==> config.mk <==
export PLATFORM = sky130hd
export DESIGN_NAME = piso_shift_tx
export DESIGN_NICKNAME = d
export VERILOG_FILES = /design/src/rtl/piso_shift_tx.sv
export SDC_FILE = /design/constraint.sdc
export NUM_CORES = 1
export LEC_CHECK = 0
export CELL_PAD_IN_SITES_DETAIL_PLACEMENT = 0
export CELL_PAD_IN_SITES_GLOBAL_PLACEMENT = 1
export CORE_MARGIN = 8
export CORE_UTILIZATION = 37
export CTS_CLUSTER_DIAMETER = 80
export CTS_CLUSTER_SIZE = 8
export DETAILED_ROUTE_END_ITERATION = 10
export PLACE_DENSITY_LB_ADDON = 0.1
export SKIP_CTS_REPAIR_TIMING = 1
export SLEW_MARGIN = 40
export SYNTH_ARGS = -nofsm -noshare
export SYNTH_HDL_FRONTEND = slang
export SYNTH_SLANG_ARGS = --single-unit
==> constraint.sdc <==
create_clock -name clk -period 2.6 [get_ports clk]
set_input_delay 0.65 -clock clk [delete_from_list [all_inputs] [get_ports clk]]
set_output_delay 0.65 -clock clk [all_outputs]
set_load 0.1 [all_outputs]
==> src/rtl/piso_shift_tx.sv <==
// Parallel-in/serial-out transmitter: sends one accepted word per WIDTH cycles,
// one bit per clock, with a left/right strobe that drives the receiver directly.
module piso_shift_tx #(
    parameter int WIDTH = 4
) (
    input  logic             clk,
    input  logic             rst,
    input  logic [WIDTH-1:0] data_in,
    input  logic             load_valid,
    input  logic             load_msb_first,
    output logic             load_ready,
    output logic             serial_out,
    output logic             shift_left_o,
    output logic             shift_right_o,
    output logic             busy,
    output logic             frame_done
);

    localparam int CW = (WIDTH > 1) ? $clog2(WIDTH) : 1;
    localparam logic [CW-1:0] LAST = CW'(WIDTH - 1);

    typedef enum logic {
        IDLE,
        SHIFT
    } state_t;

    state_t           state_q, state_d;
    logic [CW-1:0]    cnt_q, cnt_d;
    logic [WIDTH-1:0] sreg_q, sreg_d;
    logic             msb_q, msb_d;
    logic             serial_q, serial_d;
    logic             left_q, left_d;
    logic             right_q, right_d;
    logic             busy_q, busy_d;
    logic             done_q, done_d;
    logic             accept;

    // Ready in idle, or on the last bit so the next word can follow with no gap.
    assign load_ready = !rst && (state_q == IDLE || (state_q == SHIFT && cnt_q == LAST));
    assign accept     = load_valid && load_ready;

    // The presented bit always sits at the outgoing end of the shift register,
    // so registered outputs are derived from the next-state register contents.
    always_comb begin
        state_d  = state_q;
        cnt_d    = cnt_q;
        sreg_d   = sreg_q;
        msb_d    = msb_q;
        serial_d = 1'b0;
        left_d   = 1'b0;
        right_d  = 1'b0;
        busy_d   = 1'b0;
        done_d   = 1'b0;

        if (accept) begin
            state_d = SHIFT;
            cnt_d   = '0;
            sreg_d  = data_in;
            msb_d   = load_msb_first;
        end else if (state_q == SHIFT) begin
            if (cnt_q == LAST) begin
                state_d = IDLE;
                cnt_d   = '0;
            end else begin
                cnt_d  = cnt_q + 1'b1;
                sreg_d = msb_q ? (sreg_q << 1) : (sreg_q >> 1);
            end
        end

        if (state_d == SHIFT) begin
            serial_d = msb_d ? sreg_d[WIDTH-1] : sreg_d[0];
            left_d   = msb_d;
            right_d  = !msb_d;
            busy_d   = 1'b1;
            done_d   = (cnt_d == LAST);
        end
    end

    always_ff @(posedge clk) begin
        if (rst) begin
            state_q  <= IDLE;
            cnt_q    <= '0;
            sreg_q   <= '0;
            msb_q    <= 1'b0;
            serial_q <= 1'b0;
            left_q   <= 1'b0;
            right_q  <= 1'b0;
            busy_q   <= 1'b0;
            done_q   <= 1'b0;
        end else begin
            state_q  <= state_d;
            cnt_q    <= cnt_d;
            sreg_q   <= sreg_d;
            msb_q    <= msb_d;
            serial_q <= serial_d;
            left_q   <= left_d;
            right_q  <= right_d;
            busy_q   <= busy_d;
            done_q   <= done_d;
        end
    end

    assign serial_out    = serial_q;
    assign shift_left_o  = left_q;
    assign shift_right_o = right_q;
    assign busy          = busy_q;
    assign frame_done    = done_q;

endmodule

==> results.json <==
{
  "reg2reg_from": "cnt_q[0]",
  "wirelength_um": 1270,
  "drv_cap": 0,
  "cts-root-buf": "clkbuf_4",
  "synthesis.nets": 73,
  "worstPathArrival_ns": 1.46,
  "die_h_um": 55.9,
  "hold_viol_final": 0,
  "crit_path_start": "rst",
  "yosys.area_share.adder_pct": 4.26,
  "setup_violations": 0,
  "reg2reg_depth": 5,
  "vdd_drop_max_uv": 314,
  "grt_pass1_vias": 505,
  "boundaryPins": 14,
  "design.core.area_um2": 1510,
  "grt_antenna_before_repair": 0,
  "tritoncts": "yes",
  "n_antenna_cell": 0,
  "drt-initial-drc-count": 3,
  "clkSinkCount": 12,
  "fill_cells": 151,
  "fmax_mhz": 475,
  "clkTransAtPathRegs_ns": 0.08,
  "p_leak_nw": 0.319,
  "tns_ns": 0,
  "die_w_um": 55.9,
  "synth_most_common_cell": "dfxtp_1",
  "gp_congestion": 0.692,
  "portBuffers": 13,
  "outcome": "complete, no violations",
  "synthTopCellsByArea": "dfxtp_1, mux2i_1, a21oi_1",
  "finalClockSkew_ns": 0.00500,
  "worst-path-max-fanout": 2,
  "timing.final.ws_setup_ns": 0.493,
  "synth-seq-area-share_pct": 40.9,
  "synth_edf_count": 0,
  "netlist_area_um2": 588,
  "floorplan.initialDensity_pct": 39.0,
  "wl_per_cell_um": 13.4,
  "clk_path_buf_depth": 2,
  "synth_compound_area_share_pct": 18.5,
  "cts_buffers": 3,
  "syn_area_per_cell_um2": 9.33,
  "die_area_um2": 3120,
  "ant_nets": 0,
  "slew-limit-headroom_pct": 79.7,
  "netlist.area_leader.share_pct": 40.9,
  "rows": 14,
  "avgViaCountPerCell": 5.17,
  "fin_total_pwr_mw": 0.471,
  "fin_crit_sh_pct": 81.0,
  "hold_ws_ns": 0.537,
  "min_path_type": "flip-flop to flip-flop",
  "rrSetupSlack_ns": 1.12,
  "synth_cell_type_count": 25,
  "rsz0062_at_grt": "no",
  "ys.flop_type": "dfxtp_1",
  "yosys.area.top_type": "dfxtp_1",
  "ys_warn_count": 0,
  "worstSetupStartpointType": "input port",
  "critPathRequiredTime_ns": 1.95,
  "crit_path_end_kind": "primary output",
  "track_usage_pct": 8.66,
  "grt_max_degree": 14,
  "netlist_instances": 63,
  "synthXorXnorAreaFrac_pct": 0,
  "vias": 491,
  "grt_pass1_wl_um": 2240,
  "yosys-top-cells-count": "dfxtp_1, a21oi_1, nor2_1",
  "grt_overflow": 0,
  "ys_ff_latch": 12,
  "worstMarginPinSlew_ns": 0.304,
  "period_needed_ns": 2.11,
  "cts_max_level": 1,
  "r2r-end": "shift_right_o",
  "holdPathStages": 2,
  "async_flop_share_pct": 0,
  "layout.nets": 90,
  "areaGrowthSynthToFinish_pct": 31.3,
  "drv_slew": 0,
  "clkLatencyLatePin_ns": 0.27,
  "pre_cts_slack_ns": 0.490,
  "hold_path_startpoint": "cnt_q[0]",
  "drc": 0,
  "synth_top_family_by_area": "simple AND/OR/NAND/NOR gates",
  "muxShareOfSynthArea_pct": 10.4,
  "dr.pass1.iters": 3,
  "p_per_area_nw_per_um2": 610,
  "min_to": "cnt_q[0]",
  "synthSimpleGateAreaFrac_pct": 21.1,
  "crit_type": "input port to primary output",
  "dpl.hpwl_um": 971,
  "drive_above_1_share_pct": 22.8
}
[cells in the final DEF, fill, tap and decap left out, drive strengths merged]
| cell type | count |
|---|---|
| nand3 | 1 |
| or3b | 2 |
| buf | 9 |
| a211oi | 4 |
| clkdlybuf4s50 | 7 |
| a211o | 1 |
| a21oi | 7 |
| or3 | 1 |
| mux2i | 5 |
| o21ai | 1 |
| nand2 | 3 |
| nor3 | 3 |
| nor2b | 2 |
| a32oi | 1 |
| nor2 | 6 |
| clkbuf | 4 |
| nand2b | 3 |
| mux2 | 1 |
| inv | 1 |
| ha | 2 |
| or2b | 1 |
| o32a | 2 |
| dfxtp | 12 |
[stage by stage]
stage | cell area [um^2] | utilization, % | instances
after floorplan | 591 | - | 63
after global placement | 736 | 48.8 | 91
after detailed placement | 736 | 48.8 | 91
after CTS | 772 | 51.2 | 95
after global routing | 772 | 51.2 | 95
final | 772 | 51.2 | 95
[state kept, by name (all words and copies together), names as in the netlist]
register,flops
sreg_q,4
shift_left_o,1
state_q,1
cnt_q,2
frame_done,1
shift_right_o,1
msb_q,1
serial_out,1
[report_power, final]
| group | internal [mW] | total, mW | switching (mW) | leakage [nW] |
|---|---|---|---|---|
| combinational | 0.0444 | 0.115 | 0.0711 | 0.199 |
| sequential | 0.196 | 0.205 | 0.00973 | 0.0988 |
| clock | 0.0851 | 0.150 | 0.0651 | 0.0210 |
| total | 0.325 | 0.471 | 0.146 | 0.319 |
[routing by layer]
layer	up-vias	wire, um	track usage, %
li1	261	-	-
met4	0	10	5.15
met3	2	59	2.74
met5	-	0	0
met2	10	577	12.8
met1	218	624	10.6
[worst max-delay path by stage]
stage / to / slack (ns) / cells after the start
2_1_floorplan: load_ready / 0.07 / 3
3_3_place_gp: load_ready / 0.50 / 3
3_5_place_dp: load_ready / 0.49 / 3
4_1_cts: load_ready / 0.49 / 3
5_1_grt: load_ready / 0.40 / 4
6_report: load_ready / 0.49 / 3
[area by class of cell]
| cell class | count | area, um^2 | share of cell area (%) |
|---|---|---|---|
| clock buffers | 4 | 36.3 | 4.70 |
| inverters | 1 | 3.75 | 0.486 |
| multi-input cells | 46 | 322 | 41.7 |
| flip-flops and latches | 12 | 240 | 31.1 |
| well taps | 16 | 20.0 | 2.59 |
| repair buffers | 16 | 150 | 19.4 |
[worst max-delay path, cell delays in order]
cell             delay, ns
clkdlybuf4s50_1       0.43
nor2_2                0.17
buf_12                0.19
[cell families (layout without fill, tap and decap cells)]
logic type,count (synthesis),count (layout)
AOI/OAI and AO/OA,16,16
adders and majority gates,2,2
buffers and inverters,5,21
DFF,12,12
muxes,6,6
and+or+nand+nor,22,22
Note: power is estimated with default switching activity, not from simulation.
